--- config.mk ---
export PLATFORM = sky130hd
export DESIGN_NAME = exec_stage
export DESIGN_NICKNAME = d
export VERILOG_FILES = /design/src/rtl/exec_stage.sv
export SDC_FILE = /design/constraint.sdc
export NUM_CORES = 1
export LEC_CHECK = 0
export CORE_MARGIN = 5
export CORE_UTILIZATION = 50
export CTS_CLUSTER_DIAMETER = 150
export DETAILED_ROUTE_END_ITERATION = 16
export PLACE_DENSITY = 0.83
export REMOVE_ABC_BUFFERS = 1
export SLEW_MARGIN = 20
export SYNTH_ARGS = -nofsm -noshare
export SYNTH_HDL_FRONTEND = slang
export SYNTH_SLANG_ARGS = --single-unit
--- constraint.sdc ---
create_clock -name clk -period 4.2 [get_ports clk]
set_clock_uncertainty 0.15 [all_clocks]
set_input_delay 0.84 -clock clk [delete_from_list [all_inputs] [get_ports clk]]
set_output_delay 0.84 -clock clk [all_outputs]
set_load 0.005 [all_outputs]
--- src/rtl/exec_stage.sv ---
// exec_stage: multi-cycle execute unit for a small load/store datapath.
// Reads A then B from the register file, shifts B, runs the ALU, writes C back.
module exec_stage #(
   parameter int W = 16
) (
   input  logic         clk,
   input  logic         rst_n,
   input  logic         start,
   input  logic [2:0]   rn,
   input  logic [2:0]   rm,
   input  logic [2:0]   rd,
   input  logic [1:0]   aluop,
   input  logic [1:0]   shift,
   input  logic [W-1:0] rf_data,
   output logic [2:0]   readnum,
   output logic [2:0]   writenum,
   output logic         write,
   output logic [W-1:0] wb_data,
   output logic [2:0]   status,
   output logic         busy,
   output logic         done
);

   typedef enum logic [2:0] {
      IDLE = 3'd0,
      RDA  = 3'd1,
      RDB  = 3'd2,
      EXEC = 3'd3,
      WB   = 3'd4
   } state_t;

   localparam logic [1:0] OP_ADD = 2'b00;
   localparam logic [1:0] OP_SUB = 2'b01;
   localparam logic [1:0] OP_AND = 2'b10;
   localparam logic [1:0] OP_NOT = 2'b11;

   localparam logic [1:0] SH_NONE = 2'b00;
   localparam logic [1:0] SH_LSL  = 2'b01;
   localparam logic [1:0] SH_LSR  = 2'b10;
   localparam logic [1:0] SH_ASR  = 2'b11;

   state_t       state;
   logic [2:0]   rn_q;
   logic [2:0]   rm_q;
   logic [2:0]   rd_q;
   logic [1:0]   op_q;
   logic [1:0]   sh_q;
   logic [W-1:0] a_q;
   logic [W-1:0] b_q;
   logic [W-1:0] c_q;
   logic [W-1:0] bsh;
   logic [W-1:0] res;
   logic         ovf;

   // Barrel stage: single-position shift of B ahead of the ALU
   always_comb begin
      bsh = b_q;
      unique case (sh_q)
         SH_NONE: bsh = b_q;
         SH_LSL:  bsh = {b_q[W-2:0], 1'b0};
         SH_LSR:  bsh = {1'b0, b_q[W-1:1]};
         SH_ASR:  bsh = {b_q[W-1], b_q[W-1:1]};
         default: bsh = b_q;
      endcase
   end

   // ALU result and signed overflow; overflow only meaningful for add/sub
   always_comb begin
      res = '0;
      ovf = 1'b0;
      unique case (op_q)
         OP_ADD: begin
            res = a_q + bsh;
            ovf = (a_q[W-1] == bsh[W-1]) && (res[W-1] != a_q[W-1]);
         end
         OP_SUB: begin
            res = a_q - bsh;
            ovf = (a_q[W-1] != bsh[W-1]) && (res[W-1] != a_q[W-1]);
         end
         OP_AND: res = a_q & bsh;
         OP_NOT: res = ~bsh;
         default: res = '0;
      endcase
   end

   // Sequencer with all datapath registers and registered control outputs
   always_ff @(posedge clk or negedge rst_n) begin
      if (!rst_n) begin
         state    <= IDLE;
         rn_q     <= '0;
         rm_q     <= '0;
         rd_q     <= '0;
         op_q     <= '0;
         sh_q     <= '0;
         a_q      <= '0;
         b_q      <= '0;
         c_q      <= '0;
         status   <= '0;
         readnum  <= '0;
         writenum <= '0;
         write    <= 1'b0;
         done     <= 1'b0;
         busy     <= 1'b0;
      end else begin
         unique case (state)
            IDLE: begin
               if (start) begin
                  rn_q    <= rn;
                  rm_q    <= rm;
                  rd_q    <= rd;
                  op_q    <= aluop;
                  sh_q    <= shift;
                  readnum <= rn;
                  busy    <= 1'b1;
                  state   <= RDA;
               end
            end
            RDA: begin
               a_q     <= rf_data;
               readnum <= rm_q;
               state   <= RDB;
            end
            RDB: begin
               b_q     <= rf_data;
               readnum <= '0;
               state   <= EXEC;
            end
            EXEC: begin
               c_q      <= res;
               status   <= {ovf, res[W-1], (res == '0)};
               writenum <= rd_q;
               write    <= 1'b1;
               done     <= 1'b1;
               state    <= WB;
            end
            WB: begin
               writenum <= '0;
               write    <= 1'b0;
               done     <= 1'b0;
               busy     <= 1'b0;
               state    <= IDLE;
            end
            default: begin
               readnum  <= '0;
               writenum <= '0;
               write    <= 1'b0;
               done     <= 1'b0;
               busy     <= 1'b0;
               state    <= IDLE;
            end
         endcase
      end
   end

   assign wb_data = c_q;

endmodule

==> metrics.md <==
| Metric | Value |
|---|---|
| Clock Path Buffers | 2 |
| Final hold viol count | 0 |
| Relative max-transition margin | 32.8% |
| Top-level I/O count | 60 |
| Total grt overflow | 0 |
| Seq. cell area | 1780 µm² |
| Max cap viols | 0 |
| Routed len/inst | 18.0 µm |
| Clock Tree Root | clkbuf_8 |
| Row cnt | 37 |
| Post-Synthesis Cells | 572 |
| Num CTS Buffers | 9 |
| Synth cell types | 75 |
| Finished Layout Cells | 760 |
| Max Freq | 252 MHz |
| Clock slew at reported path FFs | 100 ps |
| Pre-antenna DRT Iters | 5 |
| Crit. End Element | register |
| Starting density of the core | 51.2% |
| Top cell type's share of synthesized area | 33.8% |
| Share of cells above drive strength 1 | 15.1% |
| Tmin final | 3960 ps |
| Worst path max stage delay | 530 ps |
| Via count | 4,568 |
| Synth area leader | dfrtp_1 |
| Number of H-tree levels | 3 |
| Die height | 113 µm |
| DR DRC count | 0 |
| Post-synthesis cell area | 5260 µm² |
| Slew Limit Fails | 0 |
| Core Util, Final | 59.1% |
| Crit Path Class | register to register |
| Port Buf Inserts | 59 |
| Post-CTS Setup Bufs | 0 |
| First-pass GRT wire length | 22,400 µm |
| Post-synthesis sequential area ratio | 33.8% |
| Clock sinks | 71 |
| Slowest CP cell | or4_1 |
| Vias per inst | 6.01 |
| RSZ-0062 raised after global routing | no |
| TritonCTS clock tree | yes |
| HPWL after detailed placement | 10,300 µm |
| Post-route antenna net violation count | 0 |
| Main synth FF type | dfrtp_1 |
| Worst skew pair latency | 370 ps |
| Pin count of the biggest net entering global routing | 31 |
| Crit share post-route | 94.4% |
| Post-synth EDFFs | 0 |
| Initial drt markers | 378 |
| Core Footprint | 10,300 µm² |
| Placed Instances | 744 |
| Final setup violation count | 0 |
| Overall global routing resource usage | 21.6% |
| Startpoint types | register |
| Synth async-reset ratio | 100% |
| Setup TNS | 0 ps |
| Area growth syn-to-layout | 15.4% |
| HP Class | input pin to async pin |
| Multi-input combinational cell area | 3130 µm² |
| Drt total wl | 13,700 µm |
| Synth top area cells | dfrtp_1 34%, mux2_2 8.8%, ha_1 7.4% |
| Fill cell count | 891 |
| Syn. warnings | 0 |
| Status | completed |
| Worst hold slack | 287 ps |
| # diodes | 0 |
| Hold_buf cts | 0 |
| Crit path cell chain | buf_4 -> clkinv_1 -> nand2_1 -> nand2_1 -> ha_1 -> nand2b_1 -> o211a_1 -> o31a_1 -> or4_1 -> a32oi_1 -> a32oi_1 -> nor4b_2 -> o2111ai_1 -> o21ai_1 |
| Average size of a mapped cell | 9.20 µm² |
| Vias in the first global route | 4,438 |
| Post-cts sizing count | 0 |
| Final #Nets | 684 |
| Max FO, Critical Path | 15 |
| Yosys reg bits | 71 |
| Worst-Margin Slew | 1010 ps |
| WP data arrival | 4120 ps |
| Initial antenna violation count | 0 |
| Die width | 113 µm |
| Die ar. | 12,700 µm² |
| GP Congestion | 0.924 |
| Worst endpoint required time | 4350 ps |
## cells in the mapped netlist, types with 4 or more instances
master / number
inv_1: 27
nor2b_1: 6
o21ai_1: 10
a21oi_1: 30
nand3_1: 11
o31ai_1: 9
o21ai_0: 28
nor3b_1: 5
ha_1: 31
nand2_1: 58
a22oi_1: 4
a21o_1: 10
o2111ai_1: 5
buf_6: 5
mux2i_1: 19
clkbuf_1: 19
mux2_2: 41
o211ai_1: 12
nor2_1: 42
a31oi_1: 7
xnor2_1: 8
or3_1: 4
dfrtp_1: 71
o211a_1: 4
nand2b_1: 4
nor3_1: 14
a211oi_1: 6
clkbuf_8: 6
xor2_1: 4
## registers in the layout, summed over array words and instances, names as in the netlist
name / count
a_q: 16
b_q: 16
busy: 1
done: 1
op_q: 2
rd_q: 3
readnum: 3
rm_q: 3
sh_q: 2
state: 3
status: 3
wb_data: 15
writenum: 3
## critical path, delay by kind of cell (launching register included)
kind | cells | cell delay [ps]
AOI/OAI and AO/OA | 6 | 1220
adders and majority gates | 1 | 450
buffers and inverters | 2 | 530
DFF | 1 | 340
and+or+nand+nor | 5 | 1200
## kinds of logic after synthesis
logic type	after synthesis	synth area share, %
buffers and inverters	69	7.06
DFF	71	33.8
xor gates and xnor gates	12	2.00
muxes	62	12.8
and+or+nand+nor	169	15.9
AOI/OAI and AO/OA	156	20.3
adders and majority gates	33	8.14
## cells in the final DEF, fill, tap and decap left out, types with 5 or more instances in the layout
master / synthesis / routed
a21oi_1: 30 / 30
clkbuf_8: 6 / 9
mux2i_1: 19 / 19
o21ai_0: 28 / 28
nor3_1: 14 / 14
o31ai_1: 9 / 9
clkdlybuf4s50_1: 0 / 58
dfrtp_1: 71 / 70
ha_1: 31 / 31
a211oi_1: 6 / 6
xnor2_1: 8 / 8
nand2_1: 58 / 58
nor2_1: 42 / 42
a31oi_1: 7 / 7
nor2b_1: 6 / 6
nand3_1: 11 / 11
o211ai_1: 12 / 12
buf_4: 3 / 14
o21ai_1: 10 / 10
mux2_2: 41 / 41
inv_1: 27 / 27
a21o_1: 10 / 10
o2111ai_1: 5 / 5
## metal layers
| layer | routed length (µm) | part of all wire (%) | track usage, % |
|---|---|---|---|
| met1 | 6240 | 46 | 29.1 |
| met2 | 6450 | 47 | 35.2 |
| met4 | 385 | 2.8 | 8.73 |
| met3 | 626 | 4.6 | 2.91 |
| met5 | 0 | 0 | 0 |
## path summary, 6_finish.rpt
check / startpoint / end / slack [ps] / cells after the start
max in group asynchronous: rst_n / a_q[6] / 2830 / 2
setup / recovery: sh_q[1] / status[0] / 240 / 14
setup reg to reg: sh_q[1] / status[0] / 240 / 14
hold / removal: rst_n / status[1] / 290 / 1
min in group clk: wb_data[12] / wb_data[12] / 340 / 1
hold reg to reg: wb_data[12] / wb_data[12] / 340 / 1
## cell type report
class	instances	share of cell area [%]
multi-input combinational	432	51.5
sequential	71	29.3
timing repair buffer	73	11.4
tap	136	2.80
clock buffer	9	2.04
inverter	32	1.98
clock inverter	7	1.01
## through the flow
stage / instance area, µm² / worst slack (ps)
final: 6070 / 236
after global routing: 6070 / 72.2
after CTS: 6070 / 171
after detailed placement: 5890 / 210
after global placement: 5890 / 307
after floorplan: 5010 / 463
Power is not shown: default switching activity piles up to over one toggle a cycle in this logic, so the estimate is an artifact.
